==> src/rtl/movement_clock_if.sv <==
// movement_clock_if: control inputs and divided-clock outputs of the movement clock divider.
// The master side drives enable/speed_sel; the slave side (the divider) drives the outputs.
interface movement_clock_if;
  logic       enable;
  logic [1:0] speed_sel;
  logic       movement_clock;
  logic       movement_tick;

  modport master (
    output enable,
    output speed_sel,
    input  movement_clock,
    input  movement_tick
  );

  modport slave (
    input  enable,
    input  speed_sel,
    output movement_clock,
    output movement_tick
  );
endinterface

==> src/rtl/movement_clock.sv <==
// movement_clock: divides vga_clock to the player movement rate, giving a 50% level and a one-cycle tick.
// Define MOVEMENT_CLOCK_FAST_SIM_EN to use SIM_DIVIDE instead of DIVIDE as the period.
module movement_clock #(
  parameter int unsigned DIVIDE     = 100_000,
  parameter int unsigned SIM_DIVIDE = 8
) (
  input logic             vga_clock,
  input logic             reset_n,
  movement_clock_if.slave bus
);

`ifdef MOVEMENT_CLOCK_FAST_SIM_EN
  localparam int unsigned P = SIM_DIVIDE;
`else
  localparam int unsigned P = DIVIDE;
`endif

  localparam int unsigned HALF    = P / 2;
  localparam int unsigned QUARTER = (HALF / 2 < 1) ? 1 : HALF / 2;
  localparam int unsigned CNT_W   = $clog2(P);

  localparam logic [CNT_W-1:0] T_NORMAL = CNT_W'(HALF - 1);
  localparam logic [CNT_W-1:0] T_DOUBLE = CNT_W'(QUARTER - 1);
  localparam logic [CNT_W-1:0] T_HALF   = CNT_W'(2 * HALF - 1);

  generate
    if ((P % 2) != 0 || P < 4) begin : g_bad_period
      $error("movement_clock: period must be even and >= 4");
    end
  endgenerate

  logic [CNT_W-1:0] cnt;
  logic [CNT_W-1:0] terminal;
  logic             level;
  logic             tick;

  always_comb begin
    terminal = T_NORMAL;
    unique case (bus.speed_sel)
      2'b01:   terminal = T_DOUBLE;
      2'b10:   terminal = T_HALF;
      default: terminal = T_NORMAL;
    endcase
  end

  // ">=" rather than "==" so a speed switch that leaves cnt above the new
  // terminal toggles on the next edge instead of running off the end.
  always_ff @(posedge vga_clock or negedge reset_n) begin
    if (!reset_n) begin
      cnt   <= '0;
      level <= 1'b0;
      tick  <= 1'b0;
    end else if (bus.enable) begin
      if (cnt >= terminal) begin
        cnt   <= '0;
        level <= ~level;
        tick  <= ~level;
      end else begin
        cnt  <= cnt + CNT_W'(1);
        tick <= 1'b0;
      end
    end else begin
      tick <= 1'b0;
    end
  end

  assign bus.movement_clock = level;
  assign bus.movement_tick  = tick;

endmodule

==> src/flat_wrapper.sv <==
// flat-port wrapper written by rule: the top's interface ports become plain ports
module movement_clock_flat 
#(
  parameter int unsigned DIVIDE     = 100_000,
  parameter int unsigned SIM_DIVIDE = 8
)
  (vga_clock, reset_n, bus_enable, bus_speed_sel, bus_movement_clock, bus_movement_tick);
  movement_clock_if bus_i ();
  input logic vga_clock;
  input logic reset_n;
  input wire logic [$bits(bus_i.enable)-1:0] bus_enable;
  input wire logic [$bits(bus_i.speed_sel)-1:0] bus_speed_sel;
  output wire logic [$bits(bus_i.movement_clock)-1:0] bus_movement_clock;
  output wire logic [$bits(bus_i.movement_tick)-1:0] bus_movement_tick;
  assign bus_i.enable = bus_enable;
  assign bus_i.speed_sel = bus_speed_sel;
  assign bus_movement_clock = bus_i.movement_clock;
  assign bus_movement_tick = bus_i.movement_tick;
  movement_clock #(.DIVIDE(DIVIDE), .SIM_DIVIDE(SIM_DIVIDE)) u_core (.vga_clock(vga_clock), .reset_n(reset_n), .bus(bus_i));
endmodule
==> config.mk <==
export PLATFORM = sky130hd
export DESIGN_NAME = movement_clock_flat
export DESIGN_NICKNAME = d
export VERILOG_FILES = /design/src/rtl/movement_clock_if.sv /design/src/rtl/movement_clock.sv /design/src/flat_wrapper.sv
export SDC_FILE = /design/constraint.sdc
export NUM_CORES = 1
export LEC_CHECK = 0
export CAP_MARGIN = 20
export CORE_MARGIN = 4
export CORE_UTILIZATION = 62
export DETAILED_ROUTE_END_ITERATION = 10
export PLACE_DENSITY = 0.82
export SETUP_SLACK_MARGIN = 0.2
export SYNTH_ARGS = -nofsm -noshare
export SYNTH_HDL_FRONTEND = slang
export SYNTH_SLANG_ARGS = --single-unit
==> constraint.sdc <==
create_clock -name vga_clock -period 3.6 [get_ports vga_clock]
set_input_delay 0.72 -clock vga_clock [delete_from_list [all_inputs] [get_ports vga_clock]]
set_output_delay 0.72 -clock vga_clock [all_outputs]
set_load 0.005 [all_outputs]
==> results of run 1 <==
## through the flow
stage          hold WS, ps  instance area, µm²
2_1_floorplan          424                1270
3_3_place_gp           458                1360
3_5_place_dp           462                1360
4_1_cts                474                1380
5_1_grt                502                1380
6_report               474                1380
## area by class of cell
type / instances / area share, %
clock buffers: 3 / 1.63
clock inverters: 1 / 0.362
inverters: 8 / 2.17
multi-input cells: 103 / 54.7
flip-flops and latches: 19 / 34.4
well taps: 27 / 2.44
repair buffers: 6 / 4.34
## routing by layer
metal  vias to the layer above  part of all wire (%)  global-route usage (%)
met4                         0                   2.8                    12.8
met3                         6                   2.8                    3.94
met5                         -                     0                       0
li1                        479                     -                       -
met2                        17                    44                    30.4
met1                       454                    50                    30.3
## worst max-delay path, cell delays in order
cell,delay [ps]
sky130_fd_sc_hd__clkdlybuf4s50_1,510
sky130_fd_sc_hd__inv_1,50
sky130_fd_sc_hd__ha_1,230
sky130_fd_sc_hd__inv_1,120
sky130_fd_sc_hd__ha_1,260
sky130_fd_sc_hd__a2111oi_0,490
sky130_fd_sc_hd__o21bai_1,170
sky130_fd_sc_hd__a211oi_4,290
sky130_fd_sc_hd__a21boi_4,190
sky130_fd_sc_hd__xor2_1,180
## layout by cell type, fill, tap and decap left out, drive strengths merged, types with 2 or more instances in the layout
cell type,count
xor2,7
and3,2
clkbuf,3
nand2,10
inv,8
o21ai,4
xnor2,8
nand4,8
dfrtp,19
a211oi,2
nor2,19
and4,2
clkdlybuf4s50,6
nand3,7
a21oi,4
ha,16
nor3,4
## power breakdown
part           total, mW  switching [mW]  internal (mW)
Combinational      0.128          0.0684         0.0595
Clock              0.108          0.0668         0.0415
Sequential         0.291          0.0488          0.242
Total              0.527           0.184          0.343
## cells by family (layout without fill, tap and decap cells)
family / after synthesis / in the layout / share of synthesized area, %
multiplexers: 1 / 1 / 0.786
AO/OA/AOI/OAI: 15 / 15 / 9.82
AND/OR/NAND/NOR: 56 / 56 / 22.8
adder cells (fa/ha/maj): 16 / 16 / 15.7
XOR/XNOR: 15 / 15 / 10.3
buffers and inverters: 9 / 18 / 3.24
flip-flops: 19 / 19 / 37.3
## flip-flops by register name (all words and copies together) (netlist names)
signal,cells
u_core.bus.movement_clock,1
u_core.cnt,17
u_core.bus.movement_tick,1
## worst min-delay path by stage
stage | start | cells past startpoint | slack [ps] | to
after global routing | u_core.bus.movement_clock | 1 | 500 | u_core.bus.movement_tick
after floorplan | reset_n | 0 | 420 | u_core.bus.movement_clock
final | u_core.bus.movement_clock | 1 | 470 | u_core.bus.movement_tick
after CTS | u_core.bus.movement_clock | 1 | 470 | u_core.bus.movement_tick
after detailed placement | u_core.bus.movement_clock | 1 | 460 | u_core.bus.movement_tick
after global placement | u_core.bus.movement_clock | 1 | 460 | u_core.bus.movement_tick
==> impl_summary.md, run 1 <==
Place
The total of buffers placed on input and output ports is 6. The worst setup timing slack at the placement stage is 243 ps. The sum of net half-perimeters after detailed placement is 1.86 mm. The number of cells in the design after placement is between 150 and 200. The placer's final routability congestion estimate is slightly above 0.8.

Worst hold path
The classification of the worst-slack hold path is reg2reg.

Yosys
After synthesis the netlist holds a flip-flop and latch count of 19. The share of synthesized registers carrying an async set or reset is 100%. Yosys printed 0 warnings.

In the synthesized netlist the dominant register cell turns out to be sky130_fd_sc_hd__dfrtp_1. The synthesized instance count is 131. The net count of the mapped netlist is approximately 150. The synthesized design contains 0 enable-type register cells. Counting instances in the post-synthesis netlist gives the leading cell types as sky130_fd_sc_hd__dfrtp_1, sky130_fd_sc_hd__nor2_1, sky130_fd_sc_hd__ha_1, sky130_fd_sc_hd__nand2_1. The mean post-synth cell area is 9.72 µm².

Of the synthesized area, sequential elements account for 37.3%. The share of the synthesized area in the top cell type is around 37%. In this run the cell area of the synthesized design comes to ~0.0013 mm². Yosys attributes the largest share of cell area to sky130_fd_sc_hd__dfrtp_1, sky130_fd_sc_hd__ha_1, sky130_fd_sc_hd__xnor2_1, sky130_fd_sc_hd__nor2_1, sky130_fd_sc_hd__xor2_1. The most instantiated library cell after synthesis is sky130_fd_sc_hd__dfrtp_1. Counting distinct cell types in the post-synthesis netlist gives 30. Of all cell types, the one taking the most synthesized area is sky130_fd_sc_hd__dfrtp_1.

Timing
The count of endpoints failing setup in the final report is 0. The final hold violation count came to 0. The clock tree skew after final layout is 8.81 ps. The clock period minus worst slack is around 3000 ps.

Setup repair after global routing left no endpoint under its margin. Measured against its own limit, the worst slew margin works out to between 40% and 50%. The setup TNS is 0 ps.

The worst setup margin is between 500 and 600 ps. The highest clock frequency the design can meet is between 300 and 400 MHz. At the pin with the least slew margin, the transition time is ~810 ps. Dividing the final minimum period by the clock period gives between 80 and 90%.

The max-slew violation count is 0.

Power and ir drop
VDD sags by at most ~0.00037 V. The completed layout was analyzed and its total power is 0.527 mW. For this design the ratio of total power to cell area is around 380 mW/mm². The total leakage power is between 0.6 and 0.7 nW.

Clock tree
The clock drives 19 sinks. The clock-pin slew reported for the worst setup and hold paths after clock tree synthesis is ~110 ps. The clock passes through at most 2 buffers. The clock root buffer is sky130_fd_sc_hd__clkbuf_4. In this run, CTS created clock tree buffers numbering 3. The number of buffers added to fix hold violations after cts is 0.

The post-cts resize count is 0. TritonCTS built the clock tree. The H-tree depth is 1.

The insertion delay to the later sink of the worst-skew pair is around 300 ps. Buffers added to address setup during post-CTS repair amount to 0.

Cells and area
The multi-input combinational cells in the finished layout cover a total of 757 µm². The number of antenna repair diodes is 0. In the final layout, the share of cells above drive strength 1 is about 8.6%. Relative to the synthesized area, the layout overhead comes to 8.64%. For this run, the number of standard cells in the final layout without fillers is 167. The number of fill cells is roughly 170.

The area occupied by registers is ~480 µm². After the last flow step, the layout net total stands at 162. The core utilization of the finished layout is roughly 70%.

Critical path
STA classifies the critical path startpoint as a primary input. The capturing instance or port of the critical path is u_core.bus.movement_clock. Tracing the worst setup path back leads to its startpoint at bus_speed_sel[0]. The worst endpoint data arrival time is 3220 ps. In this run the register-to-register setup slack is ~1400 ps. The peak fanout along the critical path is 16. For the worst setup path, the data required time is between 3000 and 4000 ps. The worst setup path is captured at a flop. The path depth of the worst reg2reg path is 6. The worst reg2reg path endpoint is u_core.bus.movement_clock. The worst register-to-register path begins at u_core.cnt[10]. The type of the worst setup path is in2reg.

Drt
The final antenna-violating net count is 0. For this block, the initial DRC count from the detailed router was 20. After detailed routing, the number of remaining DRC violations is 0. After detailed routing, the average wire length per cell comes to 14.4 µm. The vias per cell is around 5.7. The count of TritonRoute iterations in the first routing pass is 4. The final routed wirelength across all metal layers is approximately 2.4 mm. The vias after detailed routing is roughly 960.

Floorplan
Measured along the x axis, the die boundary spans 53.3 µm. The core region is 0.00196 mm². The die area is between 0.002 and 0.003 mm².

The die extent in y is 53.3 µm. The number of primary I/O pins is 7. The number of placement rows is 16. Once the floorplan was initialized, standard cells occupied between 60% and 70% of the core.

Global routing
Global routing used between 20% and 30% of the available tracks. The remaining global-route overflow is 0. The wire length of the first global-routing pass is between 4 and 5 mm. The number of global-route vias before repair was about 970. Entering global routing, the biggest net connects 20 pins. The number of antenna violations at the first check in global routing was 0.

Status
The run finished with clean final reports.

Run
The tool flagged a number of max-cap violations equal to 0.
(Power assumes the default switching activity.)
==> run 2: changes to the inputs <==
Settings changed: CORE_UTILIZATION 62 to 53, PLACE_DENSITY 0.82 to 0.75.
Clock period 3.6 ns to 2.7 ns, I/O delays scaled along.
==> run 2 against run 1 <==
Net effect:
- critical path depth rose by 1
- utilization up 1.2 points
- sequential share of layout area is 4.9 points lower
- clock power up 37%
- non-clock buffer count rose by 14
- clock skew is 3.5 ps lower
- highest routed layer unchanged
- combinational power grew 51%
- total power grew 39%
- flip-flop and latch count is the same
- final cell count up 9.0%
- critical path type unchanged
- clock-buffer cell count did not move
==> impl_summary.md, run 2 (synthesized netlist as in run 1, its figures left out) <==
Status
The flow ran to the end, and the final reports show no timing, DRC or antenna violations.

Global routing
The pin count of the biggest net entering global routing came to 20 (unchanged). The combined global-route utilization of all metal layers came to 19.9% (-1.7 points). The wire length of the first global-routing pass is 5.02 mm (+17%). The number of antenna violations at the first check in global routing is 0 (unchanged). The number of global-route vias before repair was 1064 (+10%). The remaining global-route overflow is 0 (unchanged).

Timing
The worst setup margin came to 302 ps (-253 ps). The clock period minus worst slack is between 2000 and 2500 ps. The slew at the pin closest to its max-slew limit came to 822 ps (+13.0 ps). Based on the critical path, the design can be clocked at up to about 420 MHz. The clock tree skew after final layout is 5.33 ps (-3.48 ps).

The final hold violation count is 0 (unchanged). The max-slew violation count is 0 (unchanged). The count of endpoints failing setup in the final report is 0 (unchanged). The headroom to the max-slew limit is 45.0% (-0.87 points). The final worst hold slack is 504 ps (+30.2 ps).

Setup repair after global routing left no endpoint under its margin. The final critical path takes up between 80% and 90% of the cycle.

Floorplan
The die area was 0.00325 mm² (+14%). The placeable core region came to 0.00225 mm² (+15%). The die extent in y came to 57.0 µm (+6.9%). The starting density of the core came to 56.5% (-8.4 points). The number of placement rows was 17 (+1). The number of primary I/O pins is 7 (unchanged). The die width is 57.0 µm (+6.9%).

Critical path
The worst endpoint data arrival time is 2630 ps (-590 ps). The number of buffers and inverters on the critical path came to 4 (+1). The data required time of the critical path came to 2940 ps (-840 ps).

The peak fanout along the critical path is 5 (-11). The critical path endpoint category is a flop. The library cell appearing most often on the critical path is sky130_fd_sc_hd__buf_4. The worst-path cell with the longest stage delay is sky130_fd_sc_hd__a21boi_4. The cell type group with the largest total delay on the critical path is buffers and inverters.

The type of the worst setup path is in2reg. The startpoint type of the worst setup path is a primary input. The delay of the slowest cell on the worst path is 300 ps (-210 ps). The signal on the critical path passes through dlygate4sd2_1 > buf_4 > ha_2 > ha_1 > nand4_1 > buf_4 > o21bai_1 > a211oi_4 > a21boi_4 > buf_12 > xor2_1.

Drt
The starting DRC count in detailed routing is 29 (+45%). The count of TritonRoute iterations in the first routing pass came to 5 (+1). The final routed wirelength across all metal layers is 2.91 mm (+21%). The average wire length per cell after detail routing is 16.0 µm (+11%). The highest metal layer carrying signal wires in the routed design is met4. The vias after detailed routing is 1053 (+10%). The sum of met2 wire segment lengths after detailed routing is 1.56 mm (+47%). The final antenna-violating net count is 0 (unchanged).

The vias per cell is 5.79 (+1.1%). The met3 wire length was 133 µm (+99%). The number of DRC violations after detailed routing is 0 (unchanged).

The routed metal-1 wirelength is 1.16 mm (-3.7%).

Cells and area
The net total in the final layout is 176 (+8.6%). From synthesis to final layout, the design area changed by 26.9%. In the layout the commonest cells are sky130_fd_sc_hd__dfrtp_1, sky130_fd_sc_hd__nor2_1, sky130_fd_sc_hd__buf_4. The share of cells above drive strength 1 is 25.3% (+17 points). The most common library cell in the layout ignoring fill and taps is sky130_fd_sc_hd__dfrtp_1. The flip-flop count of the largest register after layout is 17 (unchanged).

Counting flops per register, the top entry is u_core.cnt. The number of fill cells came to 175 (+4.2%). The number of antenna repair diodes is 0 (unchanged).

Clock tree
The H-tree depth is 1 (unchanged). The clock-pin slew reported for the worst setup and hold paths after clock tree synthesis was 110 ps (about the same). The insertion delay to the later sink of the worst-skew pair is 300 ps (about the same).

The maximum root-to-sink buffer count was 2 (unchanged). In this run the clock root is driven by a sky130_fd_sc_hd__clkbuf_4. The number of buffers added to fix hold violations after cts is 0 (unchanged). The clock sink count is 19 (unchanged).

The number of buffers inserted during clock tree synthesis is 3 (unchanged). TritonCTS built the clock tree.

Power and ir drop
The maximum vdd drop is 0.000449 V (+22%). The total leakage power came to 0.715 nW (+11%). The total power density per cell area was 454 mW/mm² (+19%).

Place
The total of buffers placed on input and output ports is 6 (unchanged). The placer's final routability congestion estimate is 0.847 (+3.7%). The sum of net half-perimeters after detailed placement is 1.97 mm (+5.8%). The worst setup timing slack at the placement stage is -283 ps (-526 ps).

Run
The reported max-cap violation count is 0 (unchanged).

Worst hold path
The classification of the worst-slack hold path is reg2reg.
## run 2: cell types whose count changed in the layout (fill, tap and decap cells not counted), moves of 3 or more
cell and change:
sky130_fd_sc_hd__ha_4 +4, sky130_fd_sc_hd__ha_2 +3, sky130_fd_sc_hd__inv_1 -3, sky130_fd_sc_hd__inv_2 +3, sky130_fd_sc_hd__ha_1 -7, sky130_fd_sc_hd__buf_4 +11
## run 2: worst paths after layout
check / cells past startpoint / startpoint / end / slack (ps)
max: 11 / bus_speed_sel[0] / u_core.bus.movement_clock / 300
min: 1 / u_core.bus.movement_clock / u_core.bus.movement_tick / 500
max reg2reg: 7 / u_core.cnt[10] / u_core.bus.movement_tick / 580
min reg2reg: 1 / u_core.bus.movement_clock / u_core.bus.movement_tick / 500
max in group asynchronous: 1 / reset_n / u_core.cnt[2] / 1490
min in group asynchronous: 1 / reset_n / u_core.cnt[10] / 700
## run 2: what timing repair did
action                     4_1_cts  5_1_grt
cloned                           1        0
hold endpoints to repair         0        0
pin swaps                        8        5
gates resized for setup         15        5
buffers inserted                 2        2
setup endpoints to repair       19       14
## run 2: metal layers
layer	vias up	global-route usage, %
li1	508	-
met1	503	25.4
met2	35	33.9
met3	7	2.94
met4	0	7.62
met5	-	0
## run 2: area by class of cell
type | instances | area, µm² | area share, %
sequential | 19 | 475 | 29.4
inverter | 8 | 30.0 | 1.86
clock inverter | 1 | 7.51 | 0.464
timing repair buffer | 20 | 199 | 12.3
multi-input combinational | 103 | 847 | 52.4
tap | 28 | 35.0 | 2.17
clock buffer | 3 | 22.5 | 1.39
## run 2: report_power, final
group,total [mW],switching (mW),internal [mW]
clock,0.148,0.0920,0.0564
combinational,0.193,0.102,0.0905
sequential,0.394,0.0711,0.322
total,0.735,0.265,0.469
## run 2: through the flow
stage                     TNS (ps)  std cells  cell area (µm²)  util (%)  total power, mW
after floorplan                  0        131             1270         -            0.506
after global placement       -2870        173             1440      63.8            0.564
after detailed placement     -4420        173             1440      63.8            0.574
after CTS                        0        180             1570      69.4            0.727
after global routing             0        182             1620      71.7            0.786
final                            0        182             1620      71.7            0.735
